--- config.mk ---
export PLATFORM = sky130hd
export DESIGN_NAME = sram_controller
export DESIGN_NICKNAME = d
export VERILOG_FILES = /design/src/rtl/sram_controller.sv
export SDC_FILE = /design/constraint.sdc
export NUM_CORES = 1
export LEC_CHECK = 0
export ABC_AREA = 1
export BUFFER_PORTS_ARGS = -buffer_cell sky130_fd_sc_hd__clkbuf_2
export CAP_MARGIN = 20
export CORE_MARGIN = 5
export CORE_UTILIZATION = 25
export CTS_CLUSTER_SIZE = 28
export DETAILED_ROUTE_END_ITERATION = 7
export PLACE_DENSITY_LB_ADDON = 0.08
export SLEW_MARGIN = 30
export SYNTH_ARGS = -nofsm -noshare
export SYNTH_HDL_FRONTEND = slang
export SYNTH_SLANG_ARGS = --single-unit
--- constraint.sdc ---
create_clock -name clk -period 3.5 [get_ports clk]
set_clock_uncertainty 0.2 [all_clocks]
set_input_delay 0.7 -clock clk [delete_from_list [all_inputs] [get_ports clk]]
set_output_delay 0.7 -clock clk [all_outputs]
set_load 0.005 [all_outputs]
--- src/rtl/sram_controller.sv ---
// Splits one 32-bit load/store into two 16-bit async SRAM phases with programmable wait states.
// Optional misalignment flag enabled by defining SRAM_ALIGN_CHECK_EN.
module sram_controller #(
  parameter int unsigned ADDR_BASE   = 1024,
  parameter int unsigned WAIT_CYCLES = 1,
  parameter int unsigned SRAM_AW     = 18
) (
  input  logic               clk,
  input  logic               rst,
  input  logic               wrEn,
  input  logic               rdEn,
  input  logic [31:0]        address,
  input  logic [31:0]        writeData,
  output logic [31:0]        readData,
  output logic               ready,
  output logic               addrErr,
  output logic [SRAM_AW-1:0] sramAddr,
  output logic [15:0]        sramDqOut,
  input  logic [15:0]        sramDqIn,
  output logic               sramDqOe,
  output logic               sramWeN
);

  typedef enum logic [1:0] {StIdle, StLow, StHigh, StDone} state_e;

  localparam logic [3:0] WaitInit = 4'(WAIT_CYCLES);

  state_e             state_q, state_d;
  logic [3:0]         cnt_q, cnt_d;
  logic [31:0]        rdata_q;
  logic [SRAM_AW-1:0] addr_q;
  logic [15:0]        dout_q;

  logic [31:0]        off;
  logic [SRAM_AW-2:0] word;
  logic               req, is_rd, in_phase, is_high, last;
  logic               unused_off;

  assign off        = address - ADDR_BASE;
  assign word       = off[SRAM_AW:2];
  assign unused_off = ^{off[31:SRAM_AW+1], off[1:0]};
  assign req        = wrEn | rdEn;
  // A simultaneous load and store is treated as a store only.
  assign is_rd      = rdEn & ~wrEn;
  assign in_phase   = (state_q == StLow) || (state_q == StHigh);
  assign is_high    = (state_q == StHigh);
  assign last       = (cnt_q == 4'd0);

  always_comb begin
    state_d = state_q;
    cnt_d   = cnt_q;
    ready   = 1'b0;
    unique case (state_q)
      StIdle: begin
        ready = ~req;
        if (req) begin
          state_d = StLow;
          cnt_d   = WaitInit;
        end
      end
      StLow: begin
        if (last) begin
          state_d = StHigh;
          cnt_d   = WaitInit;
        end else begin
          cnt_d = cnt_q - 4'd1;
        end
      end
      StHigh: begin
        if (last) state_d = StDone;
        else      cnt_d   = cnt_q - 4'd1;
      end
      StDone: begin
        state_d = StIdle;
        ready   = 1'b1;
      end
      default: state_d = StIdle;
    endcase
  end

  always_comb begin
    sramAddr  = in_phase ? {word, is_high} : addr_q;
    sramDqOut = dout_q;
    if (in_phase && wrEn) sramDqOut = is_high ? writeData[31:16] : writeData[15:0];
    sramDqOe  = in_phase & wrEn;
    // WE is released on the last cycle of each phase for address/data hold, and
    // immediately by reset so an interrupted pulse never completes a write.
    sramWeN   = ~(in_phase & wrEn & ~last) | rst;
  end

  always_ff @(posedge clk) begin
    if (rst) begin
      state_q <= StIdle;
      cnt_q   <= 4'd0;
      rdata_q <= 32'd0;
      addr_q  <= '0;
      dout_q  <= 16'd0;
    end else begin
      state_q <= state_d;
      cnt_q   <= cnt_d;
      if (in_phase) begin
        addr_q <= sramAddr;
        dout_q <= sramDqOut;
      end
      if (in_phase && is_rd && last) begin
        if (is_high) rdata_q[31:16] <= sramDqIn;
        else         rdata_q[15:0]  <= sramDqIn;
      end
    end
  end

  assign readData = rdata_q;

`ifdef SRAM_ALIGN_CHECK_EN
  logic err_q;

  always_ff @(posedge clk) begin
    if (rst) begin
      err_q <= 1'b0;
    end else if (state_q == StIdle && req && address[1:0] != 2'b00) begin
      err_q <= 1'b1;
    end
  end

  assign addrErr = err_q;
`else
  assign addrErr = 1'b0;
`endif

endmodule

==> metrics.md, run 1 <==
| Metric | Value |
|---|---|
| Horizontal die dimension | `128 µm` |
| Starting Density | `25.2%` |
| Met3 usage in global routing | `5.43%` |
| Main combinational cell family by area after synthesis | `simple AND/OR/NAND/NOR gates` |
| Total congestion overflow after global routing | `0` |
| Type of the most critical hold path | `reg2reg` |
| Leading cell type in the layout, fill and taps excluded | `sky130_fd_sc_hd__clkbuf_2` |
| Antenna fix cells | `0` |
| Post-place setup slack | `0.574 ns` |
| Half-perimeter wire length after placement | `6970 µm` |
| Reg2reg setup slack | `1.31 ns` |
| Reg2reg path depth | `8` |
| Number of distinct standard cells referenced by the synthesized netlist | `29` |
| H-tree depth | `3` |
| Origin of the worst setup path | `state_q[0]$_SDFFE_PP0P_` |
| Sort of element at the start of the critical path | `flip-flop` |
| Number of cell rows | `43` |
| Required time of the critical path | `2.60 ns` |
| Buffers inserted by post-CTS timing repair | `0` |
| CTS tree | `done` |
| Post-Syn Nets | `586` |
| Vertical die dimension | `128 µm` |
| Clock Root Buffer | `sky130_fd_sc_hd__clkbuf_16` |
| Count of maximum capacitance violations | `0` |
| Clock buffers created by TritonCTS | `9` |
| Final min period | `3.13 ns` |
| GR Layer Usage met1 | `14.2%` |
| DRC violation count after routing | `0` |
| Primary flip-flop cell chosen by synthesis mapping | `sky130_fd_sc_hd__dfxtp_1` |
| Number of antenna violations at the first check in global routing | `0` |
| Clock-pin transition on the worst setup and hold timing paths | `0.06 ns` |
| Outcome | `complete, no violations` |
| Post-CTS Hold Fix Bufs | `0` |
| Global-route wire length before repair | `15400 µm` |
| Total number of cells along the worst setup path | `7` |
| Arrival time at the worst endpoint | `2.23 ns` |
| Area of the die | `16300 µm²` |
| Number of gates given a new drive strength after cts | `0` |
| IO Pins | `154` |
| Highest-utilization routing layer at the global route stage | `met2` |
| Slowest Stage Delay on Critical Path | `0.37 ns` |
| Share of synthesized flip-flops with an asynchronous set or reset | `0%` |
| Net count of the finished layout | `717` |
| Final weighted congestion in routability-driven placement | `0.801` |
| Clock Sinks | `72` |
| Final routed wirelength across all metal layers | `9540 µm` |
| Launching point of the worst reg2reg path | `state_q[0]$_SDFFE_PP0P_` |
| Largest delay contributor family on the critical path | `buffers and inverters` |
| Number of global-route vias before repair | `3214` |
| Share of cells above drive strength 1 | `29.4%` |
| Worst-path cell with the longest stage delay | `sky130_fd_sc_hd__inv_2` |
| Port-buffer cells | `137` |
| Post-route antenna net violation count | `0` |
| Critical path class | `reg2out` |
| Post-Syn Area | `3450 µm²` |
| Most used cells in the layout excluding fill and tap cells | `sky130_fd_sc_hd__clkbuf_2 (137), sky130_fd_sc_hd__nor2_1 (131), sky130_fd_sc_hd__nand2_1 (72), sky130_fd_sc_hd__dfxtp_1 (72), sky130_fd_sc_hd__inv_1 (58)` |
| Reg-to-Reg End | `dout_q[9]$_SDFFE_PP0N_` |
| Endpoint type of the worst setup path | `primary output` |
| Leakage power summed over all cells | `2.20 nW` |
| Total routing resource utilization after global routing | `11.9%` |
| Worst VDD drop | `0.000251 V` |
| Final Max Slew Viols | `0` |
| Count of warnings emitted by yosys | `0` |
| Share of the yosys chip area belonging to registers | `41.7%` |
| Cell area power density | `758 nW/µm²` |
| Drt first pass iters | `4` |
| Vias | `3359` |
| Setup repair after global routing missed its margin | `no` |
| Synth Area in XOR/XNOR | `0%` |
| Fraction of the mapped netlist area in compound gates | `14.4%` |
| Area grow syn2layout | `30.2%` |
| Final-report hold violation count | `0` |
| CP Buf/Inv Count | `4` |
| Simple-gate portion of the synthesized area | `28.4%` |
| Final period util | `89.6%` |
| Number of buffers on the longest clock path | `2` |
| F_max | `319 MHz` |
| Maximum number of pins on one net before global-route repair | `40` |
| Placeable Area | `13700 µm²` |
| First-iteration detailed-routing DRC count | `143` |
| Fill cells | `1579` |
| Met2 usage | `19.6%` |
| Critical path, cell by cell | `inv_1 -> ha_1 -> buf_4 -> nand2_4 -> inv_2 -> o21ai_0 -> clkbuf_2` |
| Detailed-route wire length per cell | `11.8 µm` |
| Count of mapped cells out of synthesis | `494` |
| Synthesized-area fraction occupied by adder cells | `2.90%` |
| Mux share of post-synthesis cell area | `0%` |
| Critical path peak fanout | `18` |
| Setup TNS | `0 ns` |
| Via density per instance | `4.15` |
| Flip-flop and latch count after synthesis | `72` |
| Worst setup margin | `0.365 ns` |
| Clock Latency Late Sink | `0.33 ns` |
| EDFF count, synth | `0` |
| Post-synthesis area per instance | `6.99 µm²` |
| Final setup violation count | `0` |
| Endpoint of the most critical setup path | `sramDqOut[9]` |
-- cell families after synthesis --
kind of cell    count (synthesis)
buf+inv                        87
flops                          72
simple gates                  234
fa+ha+maj                       8
other cells                     1
compound gates                 92
-- through the flow --
stage | instances | hold slack, ns | power [mW] | utilization (%) | area, µm²
6_report | 810 | 0.267 | 3.41 | 32.8 | 4500
5_1_grt | 810 | 0.294 | 3.75 | 32.8 | 4500
4_1_cts | 810 | 0.269 | 3.50 | 32.8 | 4500
3_5_place_dp | 794 | 0.259 | 2.63 | 30.8 | 4220
3_3_place_gp | 794 | 0.255 | 2.62 | 30.8 | 4220
2_1_floorplan | 494 | 0.243 | 2.12 | - | 3450
-- power by group --
| group | leakage [nW] | switching (mW) | internal (mW) |
|---|---|---|---|
| Combinational | 1.49 | 0.922 | 0.578 |
| Sequential | 0.587 | 0.0652 | 1.01 |
| Clock | 0.121 | 0.355 | 0.480 |
-- final cells by class --
| class | instances | area [µm²] | area share (%) |
|---|---|---|---|
| Multi-Input combinational cell | 335 | 1580 | 35.2 |
| Inverter | 65 | 255 | 5.67 |
| Sequential cell | 72 | 1440 | 32.0 |
| Clock buffer | 10 | 229 | 5.09 |
| Clock inverter | 6 | 43.8 | 0.973 |
| Timing Repair Buffer | 142 | 723 | 16.1 |
| Tap cell | 180 | 225 | 5.01 |
-- metal layers --
layer / vias to the layer above / wire length (µm)
li1: 1794 / -
met1: 1465 / 4260
met2: 94 / 4400
met3: 6 / 798
met4: 0 / 87
met5: - / 0
-- worst reg2reg max path, stage by stage, from the launching register on --
cell                      delay (ns)
sky130_fd_sc_hd__dfxtp_1        0.36
sky130_fd_sc_hd__inv_1          0.11
sky130_fd_sc_hd__ha_1           0.32
sky130_fd_sc_hd__buf_4          0.23
sky130_fd_sc_hd__nand2_4        0.17
sky130_fd_sc_hd__inv_2          0.37
sky130_fd_sc_hd__o21ai_0        0.20
sky130_fd_sc_hd__inv_1          0.08
sky130_fd_sc_hd__nor2_1         0.03
-- state kept, by name, indices dropped and copies added (netlist names) --
signal    count
dout_q       16
cnt_q         4
addr_q       18
readData     32
state_q       2
-- Yosys cell counts (3+ instances only) --
cell / count / area share (%)
sky130_fd_sc_hd__nand2_1: 72 / 7.8
sky130_fd_sc_hd__inv_2: 4 / 0.43
sky130_fd_sc_hd__buf_2: 5 / 0.72
sky130_fd_sc_hd__nor2_1: 131 / 14
sky130_fd_sc_hd__or2_2: 3 / 0.54
sky130_fd_sc_hd__o21ai_2: 10 / 2.5
sky130_fd_sc_hd__clkbuf_1: 6 / 0.65
sky130_fd_sc_hd__dfxtp_1: 72 / 42
sky130_fd_sc_hd__ha_1: 8 / 2.9
sky130_fd_sc_hd__buf_6: 6 / 2.0
sky130_fd_sc_hd__a21oi_1: 19 / 2.8
sky130_fd_sc_hd__inv_1: 58 / 6.3
sky130_fd_sc_hd__o21ai_1: 13 / 1.9
sky130_fd_sc_hd__nand3_1: 15 / 2.2
sky130_fd_sc_hd__o21ai_0: 50 / 7.2
-- how the worst min path moves through the flow --
stage | start | to | slack, ns | cells after the start
6_report | cnt_q[1]$_SDFFE_PP0P_ | cnt_q[1]$_SDFFE_PP0P_ | 0.27 | 2
5_1_grt | addr_q[5]$_SDFFE_PP0N_ | addr_q[5]$_SDFFE_PP0N_ | 0.29 | 2
4_1_cts | cnt_q[1]$_SDFFE_PP0P_ | cnt_q[1]$_SDFFE_PP0P_ | 0.27 | 2
3_5_place_dp | cnt_q[1]$_SDFFE_PP0P_ | cnt_q[1]$_SDFFE_PP0P_ | 0.26 | 2
3_3_place_gp | cnt_q[1]$_SDFFE_PP0P_ | cnt_q[1]$_SDFFE_PP0P_ | 0.25 | 2
2_1_floorplan | addr_q[2]$_SDFFE_PP0N_ | addr_q[2]$_SDFFE_PP0N_ | 0.24 | 2
Note: power is estimated with default switching activity, not from simulation.
==> inputs of run 2 (changes only) <==
--- a/config.mk
+++ b/config.mk
@@ -5,7 +5,6 @@
 export SDC_FILE = /design/constraint.sdc
 export NUM_CORES = 1
 export LEC_CHECK = 0
-export ABC_AREA = 1
 export BUFFER_PORTS_ARGS = -buffer_cell sky130_fd_sc_hd__clkbuf_2
 export CAP_MARGIN = 20
 export CORE_MARGIN = 5
@@ -13,6 +12,7 @@
 export CTS_CLUSTER_SIZE = 28
 export DETAILED_ROUTE_END_ITERATION = 7
 export PLACE_DENSITY_LB_ADDON = 0.08
+export SKIP_LAST_GASP = 1
 export SLEW_MARGIN = 30
 export SYNTH_ARGS = -nofsm -noshare
 export SYNTH_HDL_FRONTEND = slang
==> run 2 against run 1 <==
Effect of this change: maximum frequency increased by 5.6%; largest power group unchanged; clock power increased by 3.8%; cell count decreased by 21%; hold slack improved by 0.021 ns; sequential cell count unchanged; critical endpoint is now sramAddr[16]; sequential power decreased by 5%.
==> metrics.md, run 2 <==
| Metric | Value |
|---|---|
| Final period util | `84.8% (was 89.6%)` |
| Required time of the critical path | `2.60 ns (about the same)` |
| Most used cells in the layout excluding fill and tap cells | `sky130_fd_sc_hd__clkbuf_2 (137), sky130_fd_sc_hd__dfxtp_1 (72), sky130_fd_sc_hd__nor2_1 (49), sky130_fd_sc_hd__mux2i_1 (49), sky130_fd_sc_hd__and2_1 (30) (was sky130_fd_sc_hd__clkbuf_2 (137), sky130_fd_sc_hd__nor2_1 (131), sky130_fd_sc_hd__nand2_1 (72), sky130_fd_sc_hd__dfxtp_1 (72), sky130_fd_sc_hd__inv_1 (58))` |
| Share of cells above drive strength 1 | `36.2% (was 29.4%)` |
| Clock Latency Late Sink | `0.33 ns (about the same)` |
| Max transition margin | `61.2%` |
| Post-CTS Hold Fix Bufs | `0 (unchanged)` |
| Clock-pin transition on the worst setup and hold timing paths | `0.05 ns (was 0.06 ns)` |
| Horizontal die dimension | `122 µm (was 128 µm)` |
| Total routing resource utilization after global routing | `10.8% (was 11.9%)` |
| Buffers inserted by post-CTS timing repair | `0 (unchanged)` |
| Number of antenna violations at the first check in global routing | `0 (unchanged)` |
| Post-place setup slack | `0.538 ns (was 0.574 ns)` |
| Setup TNS | `0 ns (unchanged)` |
| Via density per instance | `4.19 (was 4.15)` |
| Clock Root Buffer | `sky130_fd_sc_hd__clkbuf_16 (unchanged)` |
| Port-buffer cells | `137 (unchanged)` |
| List of most frequent post-synthesis cells | `sky130_fd_sc_hd__dfxtp_1 (72), sky130_fd_sc_hd__mux2i_1 (49), sky130_fd_sc_hd__nor2_1 (49) (was sky130_fd_sc_hd__nor2_1 (131), sky130_fd_sc_hd__dfxtp_1 (72), sky130_fd_sc_hd__nand2_1 (72))` |
| Worst Max-Slew Pin Slew | `0.580 ns` |
| Starting Density | `25.3% (was 25.2%)` |
| Critical path class | `in2out (was reg2out)` |
| Count of maximum capacitance violations | `0 (unchanged)` |
| Fraction of post-synthesis cell area in the top cell type by area | `45.6% (was 41.7%)` |
| DRC violation count after routing | `0 (unchanged)` |
| Final routed wirelength across all metal layers | `7770 µm (was 9540 µm)` |
| Post-route antenna net violation count | `0 (unchanged)` |
| Cell area power density | `711 nW/µm² (was 758 nW/µm²)` |
| Count of warnings emitted by yosys | `0 (unchanged)` |
| Final weighted congestion in routability-driven placement | `0.766 (was 0.801)` |
| Critical path peak fanout | `3 (was 18)` |
| Antenna fix cells | `0 (unchanged)` |
| CTS tree | `done (unchanged)` |
| Share of the yosys chip area belonging to registers | `45.6% (was 41.7%)` |
| Final setup violation count | `0 (unchanged)` |
| H-tree depth | `3 (unchanged)` |
| Total Power | `3.04 mW (was 3.41 mW)` |
| Number of buffers on the longest clock path | `2 (unchanged)` |
| Detailed-route wire length per cell | `12.1 µm (was 11.8 µm)` |
| Arrival time at the worst endpoint | `2.07 ns (was 2.23 ns)` |
| Net count of the finished layout | `557 (was 717)` |
| Sort of element at the start of the critical path | `primary input (was flip-flop)` |
| IO Pins | `154 (unchanged)` |
| Setup repair after global routing missed its margin | `no (unchanged)` |
| Final Max Slew Viols | `0 (unchanged)` |
| Global-route wire length before repair | `12600 µm (was 15400 µm)` |
| Number of distinct standard cells referenced by the synthesized netlist | `38 (was 29)` |
| Count of mapped cells out of synthesis | `333 (was 494)` |
| Final min period | `2.97 ns (was 3.13 ns)` |
| Placeable Area | `12500 µm² (was 13700 µm²)` |
| F_max | `337 MHz (was 319 MHz)` |
| Area of the die | `15000 µm² (was 16300 µm²)` |
| Number of gates given a new drive strength after cts | `0 (unchanged)` |
| Share of synthesized flip-flops with an asynchronous set or reset | `0% (unchanged)` |
| Worst VDD drop | `0.000275 V (was 0.000251 V)` |
| Vertical die dimension | `122 µm (was 128 µm)` |
| Most frequent cell after synthesis | `sky130_fd_sc_hd__dfxtp_1 (was sky130_fd_sc_hd__nor2_1)` |
| Type of the most critical hold path | `reg2reg (unchanged)` |
| Post-Syn Nets | `425 (was 586)` |
| Leading cell type in the layout, fill and taps excluded | `sky130_fd_sc_hd__clkbuf_2 (unchanged)` |
| Total congestion overflow after global routing | `0 (unchanged)` |
| Endpoint type of the worst setup path | `primary output (unchanged)` |
| Clock buffers created by TritonCTS | `9 (unchanged)` |
| Primary flip-flop cell chosen by synthesis mapping | `sky130_fd_sc_hd__dfxtp_1 (unchanged)` |
| Number of cell rows | `41 (was 43)` |
| Post-synthesis area per instance | `9.50 µm² (was 6.99 µm²)` |
| Cell accounting for the most synthesized area | `sky130_fd_sc_hd__dfxtp_1 (unchanged)` |
| Number of global-route vias before repair | `2711 (was 3214)` |
| Leakage power summed over all cells | `2.00 nW (was 2.20 nW)` |
| Drt first pass iters | `4 (unchanged)` |
| Maximum number of pins on one net before global-route repair | `43 (was 40)` |
| Outcome | `complete, no violations (unchanged)` |
| Number of flip-flops in the largest register | `32 (unchanged)` |
| Final-report hold violation count | `0 (unchanged)` |
| Worst hold-check slack | `0.288 ns (was 0.267 ns)` |
| Post-Syn Area | `3160 µm² (was 3450 µm²)` |
| First-iteration detailed-routing DRC count | `76 (was 143)` |
| Flip-flop and latch count after synthesis | `72 (unchanged)` |
| Fill cells | `1387 (was 1579)` |
| Area grow syn2layout | `35.4% (was 30.2%)` |
| Clock Sinks | `72 (unchanged)` |
| Largest cells by area after synthesis | `sky130_fd_sc_hd__dfxtp_1 (46%), sky130_fd_sc_hd__mux2i_1 (16%), sky130_fd_sc_hd__and2_1 (5.9%) (was sky130_fd_sc_hd__dfxtp_1 (42%), sky130_fd_sc_hd__nor2_1 (14%), sky130_fd_sc_hd__nand2_1 (7.8%))` |
| Vias | `2691 (was 3359)` |
| Half-perimeter wire length after placement | `5590 µm (was 6970 µm)` |
| Worst setup margin | `0.531 ns (was 0.365 ns)` |
| EDFF count, synth | `0 (unchanged)` |
| Post-route core utilization | `34.2% (was 32.8%)` |
## run 2: final timing paths
path	end	startpoint	slack, ns	cells past startpoint
setup reg to reg	readData[21]$_SDFFE_PP0P_	state_q[1]$_SDFFE_PP0P_	0.89	7
setup / recovery	sramAddr[16]	address[13]	0.53	6
hold / removal	readData[10]$_SDFFE_PP0P_	readData[10]$_SDFFE_PP0P_	0.29	2
hold reg to reg	readData[10]$_SDFFE_PP0P_	readData[10]$_SDFFE_PP0P_	0.29	2
## run 2: critical path, stage by stage
cell and delay, ns:
sky130_fd_sc_hd__clkbuf_2 0.09, sky130_fd_sc_hd__or4_1 0.57, sky130_fd_sc_hd__nor4_1 0.25, sky130_fd_sc_hd__xnor2_1 0.14, sky130_fd_sc_hd__a21oi_1 0.18, sky130_fd_sc_hd__clkbuf_2 0.14
## run 2: cell families after synthesis
group                      share of synthesized area [%]
other                                              0.119
buffers and inverters                               4.55
and+or+nand+nor                                     18.4
xor gates and xnor gates                            1.66
DFF                                                 45.6
adders and majority gates                           3.16
AOI/OAI and AO/OA                                   7.79
muxes                                               18.7
## run 2: power by group
| group | leakage (nW) | switching, mW | internal (mW) | total (mW) |
|---|---|---|---|---|
| sequential | 0.586 | 0.0543 | 0.976 | 1.03 |
| clock | 0.139 | 0.330 | 0.537 | 0.867 |
| combinational | 1.28 | 0.609 | 0.538 | 1.15 |
| total | 2.00 | 0.994 | 2.05 | 3.04 |
## run 2: metal layers
metal	track usage [%]	vias to the layer above	part of all wire [%]
met5	0	-	0
met1	13.2	1201	46
met4	6.86	0	2.6
met2	16.5	86	45
met3	3.41	13	6.5
li1	-	1391	-
## run 2: final cells by class
| class | count | area, µm² | share of cell area [%] |
|---|---|---|---|
| Clock buffer | 14 | 274 | 6.40 |
| Clock inverter | 2 | 12.5 | 0.292 |
| Inverter | 8 | 30.0 | 0.701 |
| Multi-Input combinational cell | 231 | 1580 | 36.9 |
| Sequential cell | 72 | 1440 | 33.6 |
| Tap cell | 172 | 215 | 5.02 |
| Timing Repair Buffer | 143 | 731 | 17.1 |
## run 2: per-stage QoR
step	cell area (µm²)	cells
floorplan	3160	333
global placement	4000	626
detailed placement	4000	626
CTS	4280	642
global route	4280	642
finish	4280	642
